**config.mk**
```make
export PLATFORM = sky130hd
export DESIGN_NAME = cp0_register_file
export DESIGN_NICKNAME = d
export VERILOG_FILES = /design/src/rtl/cp0_register_file.sv
export SDC_FILE = /design/constraint.sdc
export NUM_CORES = 1
export LEC_CHECK = 0
export CAP_MARGIN = 20
export CORE_ASPECT_RATIO = 2
export CORE_MARGIN = 8
export CORE_UTILIZATION = 52
export CTS_CLUSTER_SIZE = 12
export DETAILED_ROUTE_END_ITERATION = 7
export GPL_ROUTABILITY_DRIVEN = 0
export PLACE_DENSITY = 0.82
export SETUP_SLACK_MARGIN = 0.1
export SYNTH_ARGS = -nofsm -noshare
export SYNTH_HDL_FRONTEND = slang
export SYNTH_SLANG_ARGS = --single-unit
export TNS_END_PERCENT = 5
```
**constraint.sdc**
```tcl
create_clock -name clock -period 3.2 [get_ports clock]
set_clock_uncertainty 0.15 [all_clocks]
set_input_delay 0.32 -clock clock [delete_from_list [all_inputs] [get_ports clock]]
set_output_delay 0.32 -clock clock [all_outputs]
set_load 0.1 [all_outputs]
```
**src/rtl/cp0_register_file.sv**
```systemverilog
// Coprocessor-0 register file: Status, Cause, EPC, Count and Compare, written by WB commits
// and read combinationally by MFC0; also drives the interrupt-pending flag and flush redirect.
module cp0_register_file #(
  parameter logic [31:0] EXCEPTION_ENTRY   = 32'hbfc00380,
  parameter int          COUNT_TICK_DIVIDE = 2
) (
  input  logic        clock,
  input  logic        reset,
  input  logic [4:0]  address_register,
  input  logic [2:0]  address_select,
  input  logic        write_enabled,
  input  logic [31:0] write_data,
  input  logic        exception_valid,
  input  logic [31:0] exception_address,
  input  logic        eret_flush,
  input  logic        in_delay_slot,
  input  logic [4:0]  exception_code,
  input  logic [5:0]  hardware_interrupt,
  input  logic [4:0]  read_register,
  input  logic [2:0]  read_select,
  output logic [31:0] read_data,
  output logic        flush,
  output logic [31:0] flush_target,
  output logic        interrupt_pending,
  output logic        status_exl
);

  localparam int TICK_WIDTH = (COUNT_TICK_DIVIDE > 1) ? $clog2(COUNT_TICK_DIVIDE) : 1;
  localparam logic [TICK_WIDTH-1:0] TICK_LAST = TICK_WIDTH'(COUNT_TICK_DIVIDE - 1);

  logic [7:0]            status_im_r;
  logic                  status_exl_r;
  logic                  status_ie_r;
  logic                  cause_bd_r;
  logic                  cause_ti_r;
  logic [5:0]            cause_ip_hw_r;
  logic [1:0]            cause_ip_sw_r;
  logic [4:0]            cause_exc_code_r;
  logic [31:0]           epc_r;
  logic [31:0]           count_r;
  logic [31:0]           compare_r;
  logic [TICK_WIDTH-1:0] tick_r;

  logic        do_exception_s;
  logic        do_eret_s;
  logic        do_write_s;
  logic        wr_count_s;
  logic        wr_compare_s;
  logic        wr_status_s;
  logic        wr_cause_s;
  logic        wr_epc_s;
  logic        count_tick_s;
  logic        timer_match_s;
  logic [31:0] status_value_s;
  logic [31:0] cause_value_s;

  // Lower-priority commits are dropped entirely when a higher one arrives in the same cycle.
  assign do_exception_s = exception_valid;
  assign do_eret_s      = ~exception_valid & eret_flush;
  assign do_write_s     = ~exception_valid & ~eret_flush & write_enabled & (address_select == 3'd0);
  assign wr_count_s     = do_write_s & (address_register == 5'd9);
  assign wr_compare_s   = do_write_s & (address_register == 5'd11);
  assign wr_status_s    = do_write_s & (address_register == 5'd12);
  assign wr_cause_s     = do_write_s & (address_register == 5'd13);
  assign wr_epc_s       = do_write_s & (address_register == 5'd14);

  assign count_tick_s  = (tick_r == TICK_LAST);
  assign timer_match_s = (count_r == compare_r) & ((count_r != 32'd0) | (compare_r != 32'd0));

  assign status_value_s = {9'd0, 1'b1, 6'd0, status_im_r, 6'd0, status_exl_r, status_ie_r};
  assign cause_value_s  = {cause_bd_r, cause_ti_r, 14'd0, cause_ip_hw_r, cause_ip_sw_r,
                           1'b0, cause_exc_code_r, 2'd0};

  assign status_exl        = status_exl_r;
  assign flush             = exception_valid | eret_flush;
  assign interrupt_pending = (|(cause_value_s[15:8] & status_im_r)) & status_ie_r & ~status_exl_r;

  // Redirect target: exception entry wins, ERET returns to the EPC held before this commit.
  always_comb begin
    flush_target = 32'd0;
    if (exception_valid) begin
      flush_target = EXCEPTION_ENTRY;
    end else if (eret_flush) begin
      flush_target = epc_r;
    end else begin
      flush_target = 32'd0;
    end
  end

  // MFC0 read mux, no bypass of same-cycle writes.
  always_comb begin
    read_data = 32'd0;
    if (read_select == 3'd0) begin
      case (read_register)
        5'd9:    read_data = count_r;
        5'd11:   read_data = compare_r;
        5'd12:   read_data = status_value_s;
        5'd13:   read_data = cause_value_s;
        5'd14:   read_data = epc_r;
        default: read_data = 32'd0;
      endcase
    end else begin
      read_data = 32'd0;
    end
  end

  // Architectural state update.
  always_ff @(posedge clock) begin
    if (reset) begin
      status_im_r      <= 8'd0;
      status_exl_r     <= 1'b0;
      status_ie_r      <= 1'b0;
      cause_bd_r       <= 1'b0;
      cause_ti_r       <= 1'b0;
      cause_ip_hw_r    <= 6'd0;
      cause_ip_sw_r    <= 2'd0;
      cause_exc_code_r <= 5'd0;
      epc_r            <= 32'd0;
      count_r          <= 32'd0;
      compare_r        <= 32'd0;
      tick_r           <= '0;
    end else begin
      cause_ip_hw_r <= {hardware_interrupt[5] | cause_ti_r, hardware_interrupt[4:0]};

      if (wr_count_s) begin
        count_r <= write_data;
        tick_r  <= '0;
      end else if (count_tick_s) begin
        count_r <= count_r + 32'd1;
        tick_r  <= '0;
      end else begin
        tick_r  <= tick_r + 1'b1;
      end

      if (wr_compare_s) begin
        compare_r  <= write_data;
        cause_ti_r <= 1'b0;
      end else if (timer_match_s) begin
        cause_ti_r <= 1'b1;
      end

      if (do_exception_s) begin
        if (!status_exl_r) begin
          epc_r      <= in_delay_slot ? (exception_address - 32'd4) : exception_address;
          cause_bd_r <= in_delay_slot;
        end
        status_exl_r     <= 1'b1;
        cause_exc_code_r <= exception_code;
      end else if (do_eret_s) begin
        status_exl_r <= 1'b0;
      end else begin
        if (wr_status_s) begin
          status_im_r  <= write_data[15:8];
          status_exl_r <= write_data[1];
          status_ie_r  <= write_data[0];
        end
        if (wr_cause_s) begin
          cause_ip_sw_r <= write_data[9:8];
        end
        if (wr_epc_s) begin
          epc_r <= write_data;
        end
      end
    end
  end

endmodule

```
# Word-level counts from Yosys, hierarchy flattened
# Index checks and enable logic that the tools add are counted.
# totals
reg_bits	122
in_bits	97
# classes
bitwise	20
add_sub_neg	3
mux	14
eq_ne	13
reduce_logical	14
# ops
operator	n
32-bit 2-to-1 mux	10
32-bit case mux with 5 select lines	1
32-bit nonzero test	2
5-bit by 4-bit equality test with 1-bit output (second input constant)	10
32-bit by 1-bit adder with 32-bit output (second input constant)	1
32-bit equality test	1
32-bit by 3-bit subtractor with 32-bit output (second input constant)	1
1-bit bitwise AND	12
3-bit AND reduction	3
8-bit bitwise AND	1
8-bit OR reduction	1
3-bit zero test	2
2-bit inequality test (second input constant)	2
1-bit NOT	4
2-bit nonzero test	2
1-bit 2-to-1 mux	3
1-bit OR	3
3-bit nonzero test	1
3-bit OR reduction	1
2-bit AND reduction	1
2-bit OR reduction	1
1-bit adder (second input constant)	1

# Depth between registers and ports, before layout
# Gate-level depths: netlist of run 1.
# depth
depth_word	8
mapped_depth	8
depth_no_buf	7

# Least setup slack after synthesis of run 1
# No wires, ideal clock.
# synth_timing
kind	flip-flop to output port
startpoint	register status_exl_r, in the netlist status_exl
endpoint	output interrupt_pending
path_stages_with_launch	2
required_time_ps	2730
arrival_time_ps	3178
path_slack_ps	-448
cell_sequence	dfxtp_1 > a311oi_1
# synth_via
elab_chain_len	2
# synth_lines
element	line_no	source
start, declared	32	logic status_exl_r;
start signal, assigned	154	status_exl_r <= write_data[1];
1-bit NOT (no line)	n/a	
1-bit bitwise AND	76	assign interrupt_pending = (|(cause_value_s[15:8] & status_im_r)) & status_ie_r & ~status_exl_r;
end, declared	24	output logic interrupt_pending,
# Every way passes these cells.

# Worst setup path after layout of run 1
# layout_timing
startpoint	input read_register[4]
endpoint	output read_data[9]
# layout_via
elab_chain_len	3
elab_cells_between_ends	7
classes_between	eq/ne (5); mux (2)
# layout_lines
element	line_no	source
start, declared	19	input logic [4:0] read_register,
5-bit by 4-bit equality test with 1-bit output	94	case (read_register)
32-bit case mux with 5 select lines (*)	94	
32-bit 2-to-1 mux (*)	93	if (read_select == 3'd0) begin
end, declared	21	output logic [31:0] read_data,
# Mark *: on every way between the ends. The rest lies on a longest branch, timed or not.

==> metrics.cfg, run 1 <==
[yosys]
synth_area_sq_um = 7552
yosysUniqueCellTypes = 64
yosysSeqAreaShare = 0.3234
ys_ff_latch = 122
synthFlopType = dfxtp_1
synth_cells = 973
synth_largest_area_cell = dfxtp_1
synthesis.nets = 1073
synthTopCellsByArea = dfxtp_1, xnor2_1, nand2_1
synthArstFlopShare = 0
synth_edf_count = 0
yosysTopAreaCellShare = 0.3234
yosysWarnings = 0
post_synth.cell_area_avg_sq_um = 7.762

[timing]
setup_viol = 0
slew_violations = 0
fmax_ghz = 0.3200
hold_ws_ns = 0.2606
finalCriticalPeriod_ns = 3.125
fin_crit_sh = 0.9764
relSlewSlack = 0.2949
finalHoldViolCount = 0
worstMarginPinSlew_ns = 1.058
rsz0062_at_grt = yes

[floorplanning]
design.die.area_sq_um = 18870
rows = 62
io_pins = 164
core_area_sq_um = 14270
die_height_um = 186.4
start_util = 0.5291
dieWidth_um = 101.2

[power]
fin_total_pwr_mw = 4.268
p_sw_frac = 0.2861
p_per_area_nw_per_um2 = 403.4
ir_worst_vdd_mv = 0.3517
pwr-share-seq = 0.380
p_sw_mw = 1.221
internal_power_mw = 3.047
leakage_nw = 3.725
p_comb_frac = 0.164
p_clk_frac = 0.456

[cts]
cts_setup_buffers = 0
cts_buffers = 17
cts_sinks = 122
clockBufferDepth = 2
path_clk_slew_ns = 0.06
h-tree-depth = 4
cts_root_buffer = clkbuf_16
postCtsHoldBufs = 0
cts_tree = done
clock_latency_ns = 0.43

[drt]
top_layer = met4
vias_per_cell = 6.642
dr_wl_met2_um = 14900
drt_iter0_markers = 1184
antenna_left = 0
drt-met1-wl_um = 10080
drt-total-wl_um = 31340
dr.pass1.iters = 8
vias = 8641
remaining_drc_errors = 7
wl_per_cell_um = 24.09
wl_met3_um = 3521

[run_status]
violations = DRC
status = finished, violations left

[critical_path]
crit_arrival_ns = 2.65
cp-end-kind = output port
crit_type = input pin to output port
worstPathRequired_ns = 2.73
critPathMaxFanout = 15
critPathLaunchType = input pin

[grt]
grt_pass1_vias = 8400
grt_max_degree = 100
track_usage = 0.3267
grt_pass1_wl_um = 47240
grt_overflow_total = 0
antenna_found_initial = 1

[hold_path]
hold_path.class = input pin to flop

[place]
dp.cells = 1266
portBuffers = 163
dp_hpwl_um = 22420

[layout]
nets = 1195
final_cell_mix = nand2_1, dfxtp_1, clkdlybuf4s50_1
final_util = 0.7411
final_common_cell = nand2_1
drive_gt1_frac = 0.1579
layoutNonFillerInstCount = 1301
syn_to_final_growth_pct = 40.08

[flow_run]
max_cap_violations = 0

[logic make-up after synthesis]
group                    count (synthesis)  share of synthesized area
AO/OA/AOI/OAI                          201                     0.1786
XOR/XNOR                                86                    0.09974
adder cells (fa/ha/maj)                  3                   0.004971
buffers and inverters                  107                    0.05915
flip-flops                             122                     0.3234
multiplexers                            40                    0.05600
AND/OR/NAND/NOR                        414                     0.2782
[synthesized netlist by cell type, types with 3 or more instances]
| cell type | instances |
|---|---|
| nor4bb_1 | 3 |
| clkbuf_1 | 77 |
| nand2_1 | 140 |
| o22ai_1 | 3 |
| or2_2 | 5 |
| mux2i_1 | 22 |
| nor2_1 | 85 |
| dfxtp_1 | 122 |
| nor4_1 | 42 |
| a211oi_1 | 21 |
| o211ai_1 | 5 |
| nor3_1 | 15 |
| nand4b_1 | 6 |
| ha_1 | 3 |
| nand4_1 | 20 |
| or3_1 | 5 |
| and3_1 | 18 |
| a211o_1 | 6 |
| or4_1 | 6 |
| nand3_1 | 14 |
| a221o_1 | 6 |
| buf_6 | 5 |
| a2111oi_0 | 4 |
| nor3b_1 | 7 |
| a22oi_1 | 16 |
| mux2_2 | 18 |
| xnor2_1 | 78 |
| and2_1 | 22 |
| a222oi_1 | 18 |
| o21ai_0 | 23 |
| a21oi_1 | 79 |
| nor4b_1 | 3 |
| nor2b_1 | 6 |
| a31o_2 | 6 |
| nand2b_1 | 3 |
| inv_1 | 19 |
| xor2_1 | 8 |
[layout make-up]
| type | instances | area, sq um |
|---|---|---|
| multi-input cells | 745 | 4742 |
| clock inverters | 13 | 142.6 |
| fillers | 1020 | 3695 |
| clock buffers | 19 | 452.9 |
| well taps | 192 | 240.2 |
| repair buffers | 190 | 2485 |
| inverters | 19 | 71.32 |
| flip-flops and latches | 122 | 2442 |
| diodes | 1 | 2.502 |
[what timing repair did]
item                                    in CTS  in global routing
endpoints found under the setup margin       1                 22
resized for setup                            0                  5
cloned                                       0                  1
pin swaps                                    0                  3
[state kept, by name, indices dropped and copies added (netlist names)]
register,cells
epc_r,32
cause_ti_r,1
count_tick_s,1
count_r,32
compare_r,32
status_ie_r,1
cause_exc_code_r,5
cause_ip_hw_r,6
cause_ip_sw_r,2
status_im_r,8
cause_bd_r,1
status_exl,1
[critical path, stage by stage]
cell and delay (ns):
clkdlybuf4s50_1 0.46, nand3b_1 0.33, nor2_1 0.50, buf_4 0.34, a22oi_1 0.12, a21oi_1 0.34
buf_12 0.22
[per-stage QoR]
stage | area [sq um] | worst slack (ns) | setup TNS [ns]
after CTS | 10510 | 0.09530 | 0
after floorplan | 7559 | -0.2613 | -2.751
after global routing | 10580 | -0.01040 | -0.01040
after global placement | 9910 | 0.1651 | 0
after detailed placement | 9910 | 0.08228 | 0
final | 10580 | 0.07546 | 0
[power by group through the flow]
stage,Sequential [mW],Combinational (mW),Clock (mW)
6_report,1.62,0.699,1.95
5_1_grt,1.62,0.730,2.00
4_1_cts,1.62,0.676,1.94
3_5_place_dp,1.65,0.671,0
3_3_place_gp,1.65,0.663,0
2_1_floorplan,1.63,0.366,0
[metal layers]
metal	GRT usage	vias to the layer above
li1	-	3746
met1	0.3432	3982
met2	0.5275	695
met3	0.08949	218
met4	0.2629	0
met5	0	-
[worst paths after layout]
| kind | from | to | slack [ns] | cells after the start |
|---|---|---|---|---|
| max | read_register[4] | read_data[9] | 0.08 | 7 |
| min | exception_valid | epc_r[22] | 0.26 | 3 |
| max reg2reg | count_r[3] | count_r[27] | 0.71 | 5 |
| min reg2reg | epc_r[13] | epc_r[13] | 0.32 | 2 |
(Power assumes the default switching activity.)
==> run 2: changes to the inputs <==
CAP_MARGIN = not set   (was 20)
SETUP_SLACK_MARGIN = not set   (was 0.1)
==> run 2 against run 1 <==
The run still ends with DRC left. Flip-flop and latch count stayed put. Hold slack worse by 0.016 ns. Count of clock-buffer cells in the layout did not move. Core utilization is 0.26 points lower. Via count fell by 0.59%. Register-to-register slack about the same.
==> metrics.cfg, run 2 (synthesis results as in run 1) <==
[run_status]
status = finished, violations left  ; unchanged
violations = DRC  ; unchanged

[power]
p_clk_frac = 0.457  ; was 0.456
ir_worst_vdd_mv = 0.3593  ; was 0.3517 mV
p_sw_mw = 1.224  ; was 1.221 mW
pwr-share-seq = 0.380  ; about the same
internal_power_mw = 3.043  ; was 3.047 mW
p_per_area_nw_per_um2 = 404.8  ; was 403.4 nW/um^2
p_sw_frac = 0.2869  ; was 0.2861
p_comb_frac = 0.163  ; was 0.164
leakage_nw = 3.707  ; was 3.725 nW
fin_total_pwr_mw = 4.268  ; about the same

[flow_run]
max_cap_violations = 0  ; unchanged

[floorplanning]
core_area_sq_um = 14270  ; unchanged
dieWidth_um = 101.2  ; unchanged
die_height_um = 186.4  ; unchanged
rows = 62  ; unchanged
start_util = 0.5291  ; unchanged
design.die.area_sq_um = 18870  ; unchanged
io_pins = 164  ; unchanged

[grt]
antenna_found_initial = 1  ; unchanged
grt_pass1_vias = 8398  ; was 8400
grt_pass1_wl_um = 47240  ; unchanged
track_usage = 0.3267  ; unchanged
grt_max_degree = 100  ; unchanged
grt_overflow_total = 0  ; unchanged

[cts]
postCtsHoldBufs = 0  ; unchanged
h-tree-depth = 4  ; unchanged
path_clk_slew_ns = 0.06  ; about the same
cts_root_buffer = clkbuf_16  ; unchanged
cts_setup_buffers = 0  ; unchanged
clock_latency_ns = 0.43  ; about the same
cts_buffers = 17  ; unchanged
cts_sinks = 122  ; unchanged
clockBufferDepth = 2  ; unchanged
cts_tree = done  ; unchanged

[layout]
final_util = 0.7385  ; was 0.7411
reg_top3 = compare_r x32, count_r x32, epc_r x32  ; unchanged
final_cell_mix = nand2_1, dfxtp_1, clkdlybuf4s50_1  ; unchanged
syn_to_final_growth_pct = 39.58  ; was 40.08%
nets = 1194  ; was 1195
final_common_cell = nand2_1  ; unchanged
drive_gt1_frac = 0.1572  ; was 0.1579

[critical_path]
r2r_slack_ns = 0.71  ; about the same
worstPathRequired_ns = 2.73  ; about the same
crit_arrival_ns = 2.70  ; was 2.65 ns
critPathLaunchType = input pin  ; unchanged
rr_worst_depth = 5  ; unchanged
rr_startpoint = count_r[3]  ; unchanged
critPathMaxFanout = 32  ; was 15
r2r-end = count_r[27]  ; unchanged
crit_type = input pin to output port  ; unchanged
cp-end-kind = output port  ; unchanged

[place]
dp_hpwl_um = 22420  ; unchanged
portBuffers = 163  ; unchanged

[timing]
finalHoldViolCount = 0  ; unchanged
worstMarginPinSlew_ns = 1.170  ; was 1.058 ns
slew_violations = 0  ; unchanged
setup_viol = 0  ; unchanged
fmax_ghz = 0.3159  ; was 0.3200 GHz
finalCriticalPeriod_ns = 3.166  ; was 3.125 ns
fin_crit_sh = 0.9893  ; was 0.9764
rsz0062_at_grt = yes  ; unchanged
relSlewSlack = 0.2191  ; was 0.2949

[hold_path]
holdPathEnd = epc_r[22]  ; unchanged
hold_depth = 3  ; unchanged
hp-start = exception_valid  ; unchanged
hold_path.class = input pin to flop  ; unchanged

[drt]
drt-total-wl_um = 31260  ; was 31340 um
antenna_left = 0  ; unchanged
drt_iter0_markers = 1162  ; was 1184
wl_per_cell_um = 24.05  ; was 24.09 um
vias = 8590  ; was 8641
dr.pass1.iters = 8  ; unchanged
vias_per_cell = 6.608  ; was 6.642
remaining_drc_errors = 9  ; was 7

-- run 2: how the worst max path moves through the flow --
stage / start / slack, ns / end / cells after the start
after floorplan: read_register[2] / -0.26 / read_data[2] / 6
after global routing: read_register[4] / -0.02 / read_data[22] / 7
final: read_register[4] / 0.03 / read_data[22] / 7
after CTS: read_register[4] / 0.1 / read_data[22] / 7
after detailed placement: read_register[4] / 0.08 / read_data[22] / 7
after global placement: read_register[4] / 0.17 / read_data[22] / 7
-- run 2: critical path, stage by stage --
cell and delay [ns]:
clkdlybuf4s50_1 0.47, nand3b_1 0.30, nor3b_2 0.52, buf_6 0.35, a222oi_1 0.27, nor2_1 0.24, buf_12 0.21
-- run 2: power groups by stage --
stage / sequential (mW) / clock, mW / combinational [mW]
6_report: 1.62 / 1.95 / 0.694
5_1_grt: 1.62 / 2.00 / 0.726
4_1_cts: 1.62 / 1.94 / 0.676
3_5_place_dp: 1.65 / 0 / 0.671
3_3_place_gp: 1.65 / 0 / 0.663
2_1_floorplan: 1.63 / 0 / 0.366
-- run 2: layer usage --
| metal | vias to the layer above | part of all wire | wire [um] | global-route usage |
|---|---|---|---|---|
| li1 | 3744 | - | - | - |
| met1 | 3907 | 0.32 | 9853 | 0.3432 |
| met2 | 713 | 0.47 | 14740 | 0.5275 |
| met3 | 226 | 0.12 | 3692 | 0.08949 |
| met4 | 0 | 0.095 | 2981 | 0.2629 |
| met5 | - | 0 | 0 | 0 |
-- run 2: layout make-up --
class,count,area [sq um]
antenna,1,2.502
sequential,122,2442
timing repair buffer,189,2454
clock buffer,19,452.9
fill,1036,3732
multi-input combinational,745,4736
clock inverter,13,142.6
inverter,19,71.32
tap,192,240.2
-- run 2: repair_timing --
item	4_1_cts	5_1_grt
endpoints found under the setup margin	0	10
endpoints found under the hold margin	0	0
resized for setup	0	3
-- run 2: per-stage QoR --
step	cell area [sq um]	hold slack (ns)	instances	setup slack (ns)	setup TNS [ns]
after floorplan	7559	0.2829	973	-0.2613	-2.751
after global placement	9910	0.3137	1266	0.1651	0
after detailed placement	9910	0.3164	1266	0.08228	0
after CTS	10510	0.2397	1298	0.09530	0
after global routing	10540	0.2866	1300	-0.02126	-0.05025
final	10540	0.2443	1300	0.03428	0
==> run 3: changes to the inputs <==
PLACE_DENSITY = not set   (was 0.82)
PLACE_DENSITY_LB_ADDON = 0.05   (was not set)
==> run 3 against run 2 <==
The flow now finishes without violations. Non-clock buffer count grew 7. Power grew 1.4%. Fmax grew 8.2%. Worst setup slack gained 0.24 ns. Combinational power is essentially flat. Global-route usage shrank 1.3 points. First-iteration DRC count shrank 31%. Wire length shrank 5.7%. Flip-flop and latch count is the same.
==> metrics.cfg, run 3 (synthesis results as in run 1) <==
[run_status]
status = completed  ; was finished, violations left

[cts]
cts_tree = done  ; unchanged
cts_sinks = 122  ; unchanged
ctsResizeCount = 0  ; unchanged
postCtsHoldBufs = 0  ; unchanged
h-tree-depth = 4  ; unchanged
clock_latency_ns = 0.42  ; was 0.43 ns
cts_root_buffer = clkbuf_16  ; unchanged
cts_setup_buffers = 0  ; unchanged
cts_buffers = 17  ; unchanged
path_clk_slew_ns = 0.06  ; about the same
clockBufferDepth = 2  ; unchanged

[flow_run]
max_cap_violations = 0  ; unchanged

[grt]
grt_use_met2 = 0.5280  ; was 0.5275
gr-usage-met1 = 0.3460  ; was 0.3432
grt-busiest-layer = met2  ; unchanged
grt_max_degree = 99  ; was 100
antenna_found_initial = 0  ; was 1
grt_overflow_total = 0  ; unchanged
track_usage = 0.3133  ; was 0.3267
grt_pass1_vias = 8093  ; was 8398
grt_pass1_wl_um = 45630  ; was 47240 um
met3_usage = 0.06152  ; was 0.08949

[critical_path]
crit_type = input pin to output port  ; unchanged
worstPathRequired_ns = 2.73  ; about the same
crit_arrival_ns = 2.46  ; was 2.70 ns
cp-end-kind = output port  ; unchanged
critPathLaunchType = input pin  ; unchanged
max_stage_delay_ns = 0.60  ; was 0.52 ns
cp-startpoint = read_register[2]  ; was read_register[4]
crit_slowest_cell = clkdlybuf4s50_1  ; was nor3b_2
cp_cell_sequence = clkdlybuf4s50_1, nor4bb_2, and2_1, buf_12, a22oi_1, a21oi_1, buf_12  ; was clkdlybuf4s50_1, nand3b_1, nor3b_2, buf_6, a222oi_1, nor2_1, buf_12
crit_top_cell = buf_12
critPathMaxFanout = 16  ; was 32
rr_startpoint = count_r[0]  ; was count_r[3]

[floorplanning]
io_pins = 164  ; unchanged
start_util = 0.5291  ; unchanged
rows = 62  ; unchanged
dieWidth_um = 101.2  ; unchanged
die_height_um = 186.4  ; unchanged
design.die.area_sq_um = 18870  ; unchanged
core_area_sq_um = 14270  ; unchanged

[power]
ir_worst_vdd_mv = 0.3052  ; was 0.3593 mV
leakage_nw = 3.762  ; was 3.707 nW
fin_total_pwr_mw = 4.328  ; was 4.268 mW
p_per_area_nw_per_um2 = 406.3  ; was 404.8 nW/um^2

[timing]
rsz0062_at_grt = no  ; was yes
slew_violations = 0  ; unchanged
worstMarginPinSlew_ns = 1.143  ; was 1.170 ns
fmax_ghz = 0.3416  ; was 0.3159 GHz
setup_viol = 0  ; unchanged
hold_ws_ns = 0.2934  ; was 0.2443 ns
finalCriticalPeriod_ns = 2.927  ; was 3.166 ns
fin_crit_sh = 0.9147  ; was 0.9893
finalHoldViolCount = 0  ; unchanged
relSlewSlack = 0.2369  ; was 0.2191

[place]
dp_hpwl_um = 22100  ; was 22420 um
portBuffers = 163  ; unchanged

[layout]
nets = 1200  ; was 1194
final_cell_mix = nand2_1, dfxtp_1, clkdlybuf4s50_1  ; unchanged
fill_cells = 1159  ; was 1036
antennaDiodeCount = 0  ; was 1
reg_top3 = compare_r x32, count_r x32, epc_r x32  ; unchanged
final_common_cell = nand2_1  ; unchanged
syn_to_final_growth_pct = 41.04  ; was 39.58%
drive_gt1_frac = 0.1617  ; was 0.1572

[drt]
dr.pass1.iters = 7  ; was 8
vias_per_cell = 6.236  ; was 6.608
antenna_left = 0  ; unchanged
drt_iter0_markers = 800  ; was 1162
wl_per_cell_um = 22.59  ; was 24.05 um
remaining_drc_errors = 0  ; was 9
drt-total-wl_um = 29470  ; was 31260 um
vias = 8138  ; was 8590

[hold_path]
hold_path.class = input pin to flop  ; unchanged
hp-start = hardware_interrupt[2]  ; was exception_valid

run 3: changes by cell type in the layout (fill, tap and decap cells not counted), sizes merged:
cell,before,now
inv,22,26
bufinv,2,3
diode,1,0
buf,95,102
clkbuf,19,17
o31ai,2,1
clkinv,6,3
run 3: final timing paths:
check | slack, ns | depth (start not counted) | to
min reg2reg | 0.34 | 2 | epc_r[5]
max | 0.27 | 7 | read_data[31]
min | 0.29 | 2 | cause_ip_hw_r[2]
max reg2reg | 0.69 | 6 | count_r[18]
run 3: cell type report:
class                           count  area, sq um  area share
Clock inverter                     15        188.9     0.01774
Inverter                           19        71.32    0.006696
Sequential cell                   122         2442      0.2293
Tap cell                          192        240.2     0.02255
Multi-Input combinational cell    744         4706      0.4418
Clock buffer                       17        425.4     0.03994
Timing Repair Buffer              196         2577      0.2420
run 3: stage by stage:
step                      cell area (sq um)  worst slack (ns)  utilization  setup TNS [ns]  instances
after floorplan                        7559           -0.2613            -          -2.751        973
after global placement                10040            0.2316       0.7032               0       1273
after detailed placement              10040            0.1953       0.7032               0       1273
after CTS                             10650            0.3339       0.7462               0       1305
after global routing                  10650            0.2216       0.7462               0       1305
final                                 10650            0.2729       0.7462               0       1305
run 3: report_power, final:
group	switching (mW)	total, mW	leakage [nW]	internal (mW)
Combinational	0.402	0.691	2.47	0.290
Clock	0.775	2.02	0.296	1.24
Sequential	0.0550	1.62	0.992	1.57
Total	1.23	4.33	3.76	3.10
run 3: worst max-delay path, delay by kind of cell:
family          cells  cell delay (ns)
compound gates      2             0.41
simple gates        2             0.71
buf+inv             3             1.02
run 3: layer usage:
layer  wire length (um)  share of wire
met1              10460           0.36
met2              14890           0.51
met3               2363          0.080
met4               1753          0.059
met5                  0              0
